File: src/rtl/uart_tx.sv
// uart_tx: baud-tick driven UART transmitter with a one-byte holding register.
// Frames are start, DATA_BITS data bits (LSB first), optional parity, STOP_BITS stop bits.
module uart_tx #(
  parameter int DATA_BITS = 8,
  parameter int PARITY    = 0,
  parameter int STOP_BITS = 1
) (
  input  logic       in_clk,
  input  logic       rst,
  input  logic       baud_tick,
  input  logic [7:0] tx_data,
  input  logic       tx_valid,
  output logic       tx_ready,
  output logic       tx,
  output logic       busy
);

  // state    | meaning
  // S_IDLE   | line high, waiting for a held byte on a tick
  // S_START  | start bit (0) on the line
  // S_DATA   | data bit shift[0] on the line, cnt = data bits still to follow
  // S_PARITY | parity bit on the line
  // S_STOP   | stop bit on the line, cnt = stop bits still to follow
  typedef enum logic [2:0] {
    S_IDLE   = 3'd0,
    S_START  = 3'd1,
    S_DATA   = 3'd2,
    S_PARITY = 3'd3,
    S_STOP   = 3'd4
  } state_t;

  localparam logic [7:0] DATA_MASK = 8'(8'hFF >> (8 - DATA_BITS));
  localparam logic [2:0] LAST_DATA = 3'(DATA_BITS - 1);
  localparam logic [2:0] LAST_STOP = 3'(STOP_BITS - 1);
  localparam logic       PAR_INV   = (PARITY == 2);

  state_t     state, state_nxt;
  logic [7:0] hold_reg;
  logic       hold_full, hold_full_nxt;
  logic [7:0] shift, shift_nxt;
  logic [2:0] cnt, cnt_nxt;
  logic       par_bit, par_nxt;
  logic       tx_nxt, tx_ready_nxt, busy_nxt;
  logic       accept, load;

  always_comb begin
    state_nxt     = state;
    shift_nxt     = shift;
    cnt_nxt       = cnt;
    par_nxt       = par_bit;
    tx_nxt        = tx;
    hold_full_nxt = hold_full;
    load          = 1'b0;
    accept        = tx_valid && tx_ready;

    if (accept) hold_full_nxt = 1'b1;

    if (baud_tick) begin
      case (state)
        S_IDLE: begin
          if (hold_full) load = 1'b1;
        end
        S_START: begin
          tx_nxt    = shift[0];
          cnt_nxt   = LAST_DATA;
          state_nxt = S_DATA;
        end
        S_DATA: begin
          if (cnt != 3'd0) begin
            cnt_nxt   = cnt - 3'd1;
            shift_nxt = shift >> 1;
            tx_nxt    = shift[1];
          end else if (PARITY != 0) begin
            tx_nxt    = par_bit;
            state_nxt = S_PARITY;
          end else begin
            tx_nxt    = 1'b1;
            cnt_nxt   = LAST_STOP;
            state_nxt = S_STOP;
          end
        end
        S_PARITY: begin
          tx_nxt    = 1'b1;
          cnt_nxt   = LAST_STOP;
          state_nxt = S_STOP;
        end
        S_STOP: begin
          if (cnt != 3'd0)   cnt_nxt   = cnt - 3'd1;
          else if (hold_full) load     = 1'b1;
          else               state_nxt = S_IDLE;
        end
        default: state_nxt = S_IDLE;
      endcase
    end

    // Loading the shifter drains the holding register and puts the start bit out.
    if (load) begin
      shift_nxt     = hold_reg;
      par_nxt       = (^hold_reg) ^ PAR_INV;
      tx_nxt        = 1'b0;
      state_nxt     = S_START;
      hold_full_nxt = 1'b0;
    end

    // Ready drops on the accepting edge but only reopens a cycle after a drain.
    tx_ready_nxt = accept ? 1'b0 : !hold_full;
    busy_nxt     = (state_nxt != S_IDLE) || hold_full_nxt;
  end

  always_ff @(posedge in_clk or negedge rst) begin
    if (!rst) begin
      state     <= S_IDLE;
      hold_reg  <= '0;
      hold_full <= 1'b0;
      shift     <= '0;
      cnt       <= '0;
      par_bit   <= 1'b0;
      tx        <= 1'b1;
      tx_ready  <= 1'b1;
      busy      <= 1'b0;
    end else begin
      state     <= state_nxt;
      hold_full <= hold_full_nxt;
      shift     <= shift_nxt;
      cnt       <= cnt_nxt;
      par_bit   <= par_nxt;
      tx        <= tx_nxt;
      tx_ready  <= tx_ready_nxt;
      busy      <= busy_nxt;
      if (accept) hold_reg <= tx_data & DATA_MASK;
    end
  end

endmodule

File: config.mk
export PLATFORM = sky130hd
export DESIGN_NAME = uart_tx
export DESIGN_NICKNAME = d
export VERILOG_FILES = /design/src/rtl/uart_tx.sv
export SDC_FILE = /design/constraint.sdc
export NUM_CORES = 1
export LEC_CHECK = 0
export CORE_ASPECT_RATIO = 0.9
export CORE_UTILIZATION = 54
export DETAILED_ROUTE_END_ITERATION = 12
export PLACE_DENSITY_LB_ADDON = 0.25
export SLEW_MARGIN = 20
export SYNTH_ARGS = -nofsm -noshare
export SYNTH_HDL_FRONTEND = slang
export SYNTH_SLANG_ARGS = --single-unit
File: constraint.sdc
create_clock -name in_clk -period 1.85 [get_ports in_clk]
set_clock_uncertainty 0.1 [all_clocks]
set_input_delay 0.555 -clock in_clk [delete_from_list [all_inputs] [get_ports in_clk]]
set_output_delay 0.555 -clock in_clk [all_outputs]
set_load 0.01 [all_outputs]
==> results of run 1 <==
==> metal layers <==
metal | vias up | wire, um
met1 | 451 | 1215
met2 | 14 | 1257
met3 | 2 | 65
met5 | - | 0
li1 | 446 | -
met4 | 0 | 12
==> layout make-up <==
type                    count  area share, %
inverters                   3         0.7098
repair buffers             27          16.48
well taps                  27          2.129
multi-input cells          72          37.22
flip-flops and latches     26          41.17
clock buffers               4          2.287
==> timing repair <==
item,in CTS,in global routing
setup buffers,0,1
pin swaps,0,2
resized for setup,5,8
hold buffers,0,0
endpoints found under the setup margin,10,12
gates cloned,0,1
==> cell usage in the layout, fill, tap and decap left out, types with 3 or more instances in the layout <==
cell              n
a22o_1            7
inv_1             3
nand2_1           5
clkdlybuf4s50_1  10
o21ai_0           4
nand3b_1          3
clkbuf_4          3
nand2b_1          4
buf_6             3
o31ai_1           5
mux2_2            9
a21o_2            4
dfrtp_1          24
a21oi_1           4
buf_4             9
==> cell families (layout without fill, tap and decap cells) <==
logic type      Yosys count  count (layout)
mux                       9               9
fa+ha+maj                 2               2
buf+inv                   8              34
flops                    26              26
simple gates             24              24
compound gates           37              37
==> per-stage QoR <==
stage | instance area (um2) | TNS, ps | setup WS (ps)
2_1_floorplan | 1286 | 0 | 141.6
3_3_place_gp | 1513 | -3403 | -281.3
3_5_place_dp | 1513 | -3843 | -310.4
4_1_cts | 1551 | 0 | 8.760
5_1_grt | 1587 | -10.82 | -10.82
6_report | 1587 | 0 | 68.76
==> how the worst min path moves through the flow <==
stage	startpoint	endpoint	slack, ps	cells after the start
4_1_cts	shift[2]	shift[2]	400	1
5_1_grt	hold_reg[6]	hold_reg[6]	440	1
6_report	tx	tx	400	2
3_3_place_gp	shift[0]	shift[0]	370	1
2_1_floorplan	rst	busy	160	0
3_5_place_dp	shift[2]	shift[2]	370	1
==> power by group <==
| part | internal (mW) | switching, mW |
|---|---|---|
| registers | 0.850 | 0.245 |
| logic | 0.639 | 0.540 |
| clock network | 0.120 | 0.157 |
| total | 1.61 | 0.941 |
==> flow_summary.toml, run 1 <==
[global_route]
grt_overflow = 0
use_met1_pct = 26.92
met2_usage_pct = 35.21
grt_max_degree = 27
top_usage_layer = "met2"
grtUsageTotal_pct = 21.02
antenna_found_initial = 0
met3_usage_pct = 5.660
grt_pass1_vias = 891
grt_pass1_wl_mm = 3.939

[clock_network]
cts_buffers = 3
cts_tree = "built"
insertion_delay_ps = 310
h-tree-depth = 1
root_buffer = "clkbuf_4"
cts_max_path_buffers = 2
path_clk_slew_ps = 130
cts.sinks = 26

[worst_setup_path]
start_kind = "register"
path_cells = "dlygate4sd2_1"
critPathKind = "reg2out"
end_kind = "output pin"
crit_family = "flip-flops"
r2r_slack_ps = 90
critPathMaxStageDelay_ps = 550
worst-path-stages = 1
crit_buf_inv = 1
crit_slowest_cell = "dfstp_2"
reg2reg_depth = 8
critPathLaunch = "tx"
arrival_ps = 1130
endpoint = "tx"
cp_max_fo = 2
worstReg2RegStart = "cnt[0]"
critPathRequiredTime_ps = 1190
rr_endpoint = "shift[1]"

[synth]
synth_top_area_cell = "dfrtp_1"
synth_common_cells = "dfrtp_1, mux2_2, a22o_1"
yosys_most_used_dff = "dfrtp_1"
synth_edf_count = 0
muxShareOfSynthArea_pct = 7.879
synthTopCellsByArea = "dfrtp_1, mux2_2, a22o_1, dfstp_2, o31ai_1"
synth_most_common_cell = "dfrtp_1"
synth_top_family_by_area = "compound AO/OA/AOI/OAI gates"
synthArstFlopShare_pct = 100.0
synthDistinctLibCells = 33
avgSynthCellArea_um2 = 12.13
yosys.area_share.adder_pct = 1.946
ys_ff_latch = 26
synth_top_area_share_pct = 46.69
synth_compound_area_share_pct = 23.25
yosys_warnings = 0
netlist_area_um2 = 1286
yosysSeqAreaShare_pct = 50.78
syn_inst = 106
syn-num-nets = 120
synthSimpleGateAreaFrac_pct = 11.96
synth_xor_area_share_pct = 0

[finish]
syn2layout_area_growth_pct = 23.35
fillers = 161
drive_above_1_share_pct = 30.30
multi_input_area_um2 = 590.6
ff_latch_area_um2 = 653.1
antenna_cells = 0
fin_nets = 147
final_util_pct = 71.40
final_cells = 159

[sta]
period_share_pct = 96.28
relSlewSlack_pct = 58.03
hold_viol = 0
tightestPinTransition_ps = 621.7
timing.fmax_ghz = 0.5614
setup_viol = 0
holdWs_ps = 404.3
finalCriticalPeriod_ps = 1781
slew_viol_final = 0

[power_and_ir_drop]
power_density_nw_per_um2 = 1608
leakage_nw = 0.7133
finalPower_mw = 2.550
vdd_ir_drop_max_uv = 1064

[placed_design]
dp.cells = 153
port_buffers = 14
dp_hpwl_mm = 1.714
place.gp.congestion = 0.8661

[routing]
dr_total_vias = 913
wire_per_inst_um = 16.04
first_iter_violations = 16
viasPerCell = 5.742
finalWirelength_mm = 2.551
remaining_drc_errors = 0
antenna_left = 0
first_pass_iters = 4

[floorplan]
rows = 16
die_w_um = 53.45
core-area_um2 = 2222
start_util_pct = 57.88
dieArea_um2 = 2581
io_pins = 15
dieHeight_um = 48.30

[run_status]
status = "finished clean"

[flow_run]
drv_cap = 0

[hold_path]
hp-class = "reg2reg"
No activity file was read; power rests on OpenSTA's default activity.
==> inputs of run 2 (changes only) <==
CORE_UTILIZATION = 49   (was 54)
clock period = 1.46 ns   (was 1.85 ns; I/O delays follow)
==> run 2 against run 1 <==
Compared with the run above: the flow now finishes with violations (negative setup slack); final area up 16%; via count up 12%; critical path depth up 7; flip-flop and latch count unchanged; register-to-register slack worse by 390 ps; non-clock buffer count up 18; total power up 56%; worst setup slack worse by 370 ps; worst hold slack worse by 54 ps; global-route usage up 0.45 points; sequential share of layout area down 5.7 points.
==> flow_summary.toml, run 2 (synthesis gave the netlist of run 1 again) <==
[finish]
syn2layout_area_growth_pct = 43.39
fillers = 177
layout_common_cells = "dfrtp_1, buf_4, clkdlybuf4s50_1"
drive_above_1_share_pct = 51.33
fin_nets = 165
antenna_cells = 0
final_common_cell = "dfrtp_1"
final_util_pct = 74.75

[run_status]
violations = "negative setup slack"
status = "finished, violations left"

[clock_network]
cts_tree = "built"
cts_max_path_buffers = 2
root_buffer = "clkbuf_4"
cts_hold_buffers = 0
path_clk_slew_ps = 140
h-tree-depth = 1
cts.sinks = 26
insertion_delay_ps = 320
cts_buffers = 3

[routing]
first_pass_iters = 4
first_iter_violations = 18
wire_per_inst_um = 17.27
remaining_drc_errors = 0
finalWirelength_mm = 3.074
dr_total_vias = 1024
viasPerCell = 5.753
antenna_left = 0

[worst_setup_path]
start_kind = "register"
worstReg2RegStart = "cnt[1]"
critPathKind = "reg2reg"
reg2reg_depth = 8
cp_max_fo = 6
critPathMaxStageDelay_ps = 410
arrival_ps = 1920
path_cells = "inv_2 -> ha_4 -> nand2b_4 -> a2111oi_4 -> buf_4 -> buf_6 -> a22o_1 -> a21o_1"
endpoint = "shift[0]"
critPathLaunch = "cnt[1]"
critPathRequiredTime_ps = 1620
end_kind = "register"
crit_slowest_cell = "dfrtp_1"
r2r_slack_ps = -300
rr_endpoint = "shift[0]"

[floorplan]
die_w_um = 56.01
core-area_um2 = 2467
rows = 17
dieArea_um2 = 2834
start_util_pct = 52.13
dieHeight_um = 50.61
io_pins = 15

[power_and_ir_drop]
finalPower_mw = 3.990
power_density_nw_per_um2 = 2163
vdd_ir_drop_max_uv = 1544
leakage_nw = 0.8196

[sta]
tightestPinTransition_ps = 281.9
slew_viol_final = 0
timing.fmax_ghz = 0.5670
relSlewSlack_pct = 81.18
hold_viol = 0
period_share_pct = 120.8
grt_setup_unrepaired = "true"
holdWs_ps = 350.4
setup_viol = 17
finalCriticalPeriod_ps = 1764
worst_slack_ps = -303.8

[global_route]
grt_max_degree = 27
grt_pass1_wl_mm = 4.692
antenna_found_initial = 0
grt_overflow = 0
grt_pass1_vias = 1030
grtUsageTotal_pct = 21.46

[placed_design]
dp_slack_ps = -618.1
port_buffers = 14
dp_hpwl_mm = 1.907
place.gp.congestion = 0.8780

[hold_path]
hp-class = "in2async"

[flow_run]
drv_cap = 0
==> run 2: worst min path at each step <==
stage / start / to / slack (ps) / cells past startpoint
6_report: rst / state[2] / 350 / 2
5_1_grt: rst / state[2] / 350 / 2
4_1_cts: rst / state[2] / 360 / 2
3_5_place_dp: shift[3] / shift[3] / 370 / 1
3_3_place_gp: shift[2] / shift[2] / 360 / 1
2_1_floorplan: rst / busy / 40 / 0
==> run 2: layout make-up <==
| type | instances | area (um2) | share of cell area [%] |
|---|---|---|---|
| inverters | 3 | 11.26 | 0.6106 |
| clock buffers | 4 | 36.28 | 1.967 |
| flip-flops and latches | 26 | 654.4 | 35.48 |
| repair buffers | 45 | 420.4 | 22.80 |
| multi-input cells | 72 | 686.9 | 37.25 |
| well taps | 28 | 35.03 | 1.900 |
==> run 2: critical path: cells and delay by family (launching register included) <==
family	cells	cell delay, ps
AND/OR/NAND/NOR	1	70
flip-flops	1	410
AO/OA/AOI/OAI	3	570
adder cells (fa/ha/maj)	1	150
buffers and inverters	3	410
==> run 2: repair_timing <==
| item | 4_1_cts | 5_1_grt |
|---|---|---|
| buffers inserted | 4 | 3 |
| pin swaps | 11 | 8 |
| gates resized for setup | 32 | 16 |
| endpoints found under the hold margin | 0 | 0 |
| cloned | 1 | 0 |
| setup endpoints to repair | 20 | 19 |
==> run 2: power breakdown <==
part	switching [mW]	internal [mW]	total [mW]
registers	0.253	1.08	1.33
logic	1.03	1.27	2.30
clock network	0.202	0.153	0.355
total	1.48	2.51	3.99
==> run 2: layer usage <==
metal,track usage (%),up-vias,share of wire [%]
met4,1.220,0,1.3
li1,-,482,-
met2,35.71,31,47
met3,5.670,4,5.9
met1,29.73,507,46
met5,0,-,0
==> run 2: per-stage QoR <==
stage	cell area, um2	cells	TNS, ps
after detailed placement	1635	167	-10650
after floorplan	1297	106	-1724
final	1844	178	-2741
after CTS	1769	176	-2289
after global placement	1635	167	-9695
after global routing	1844	178	-3699
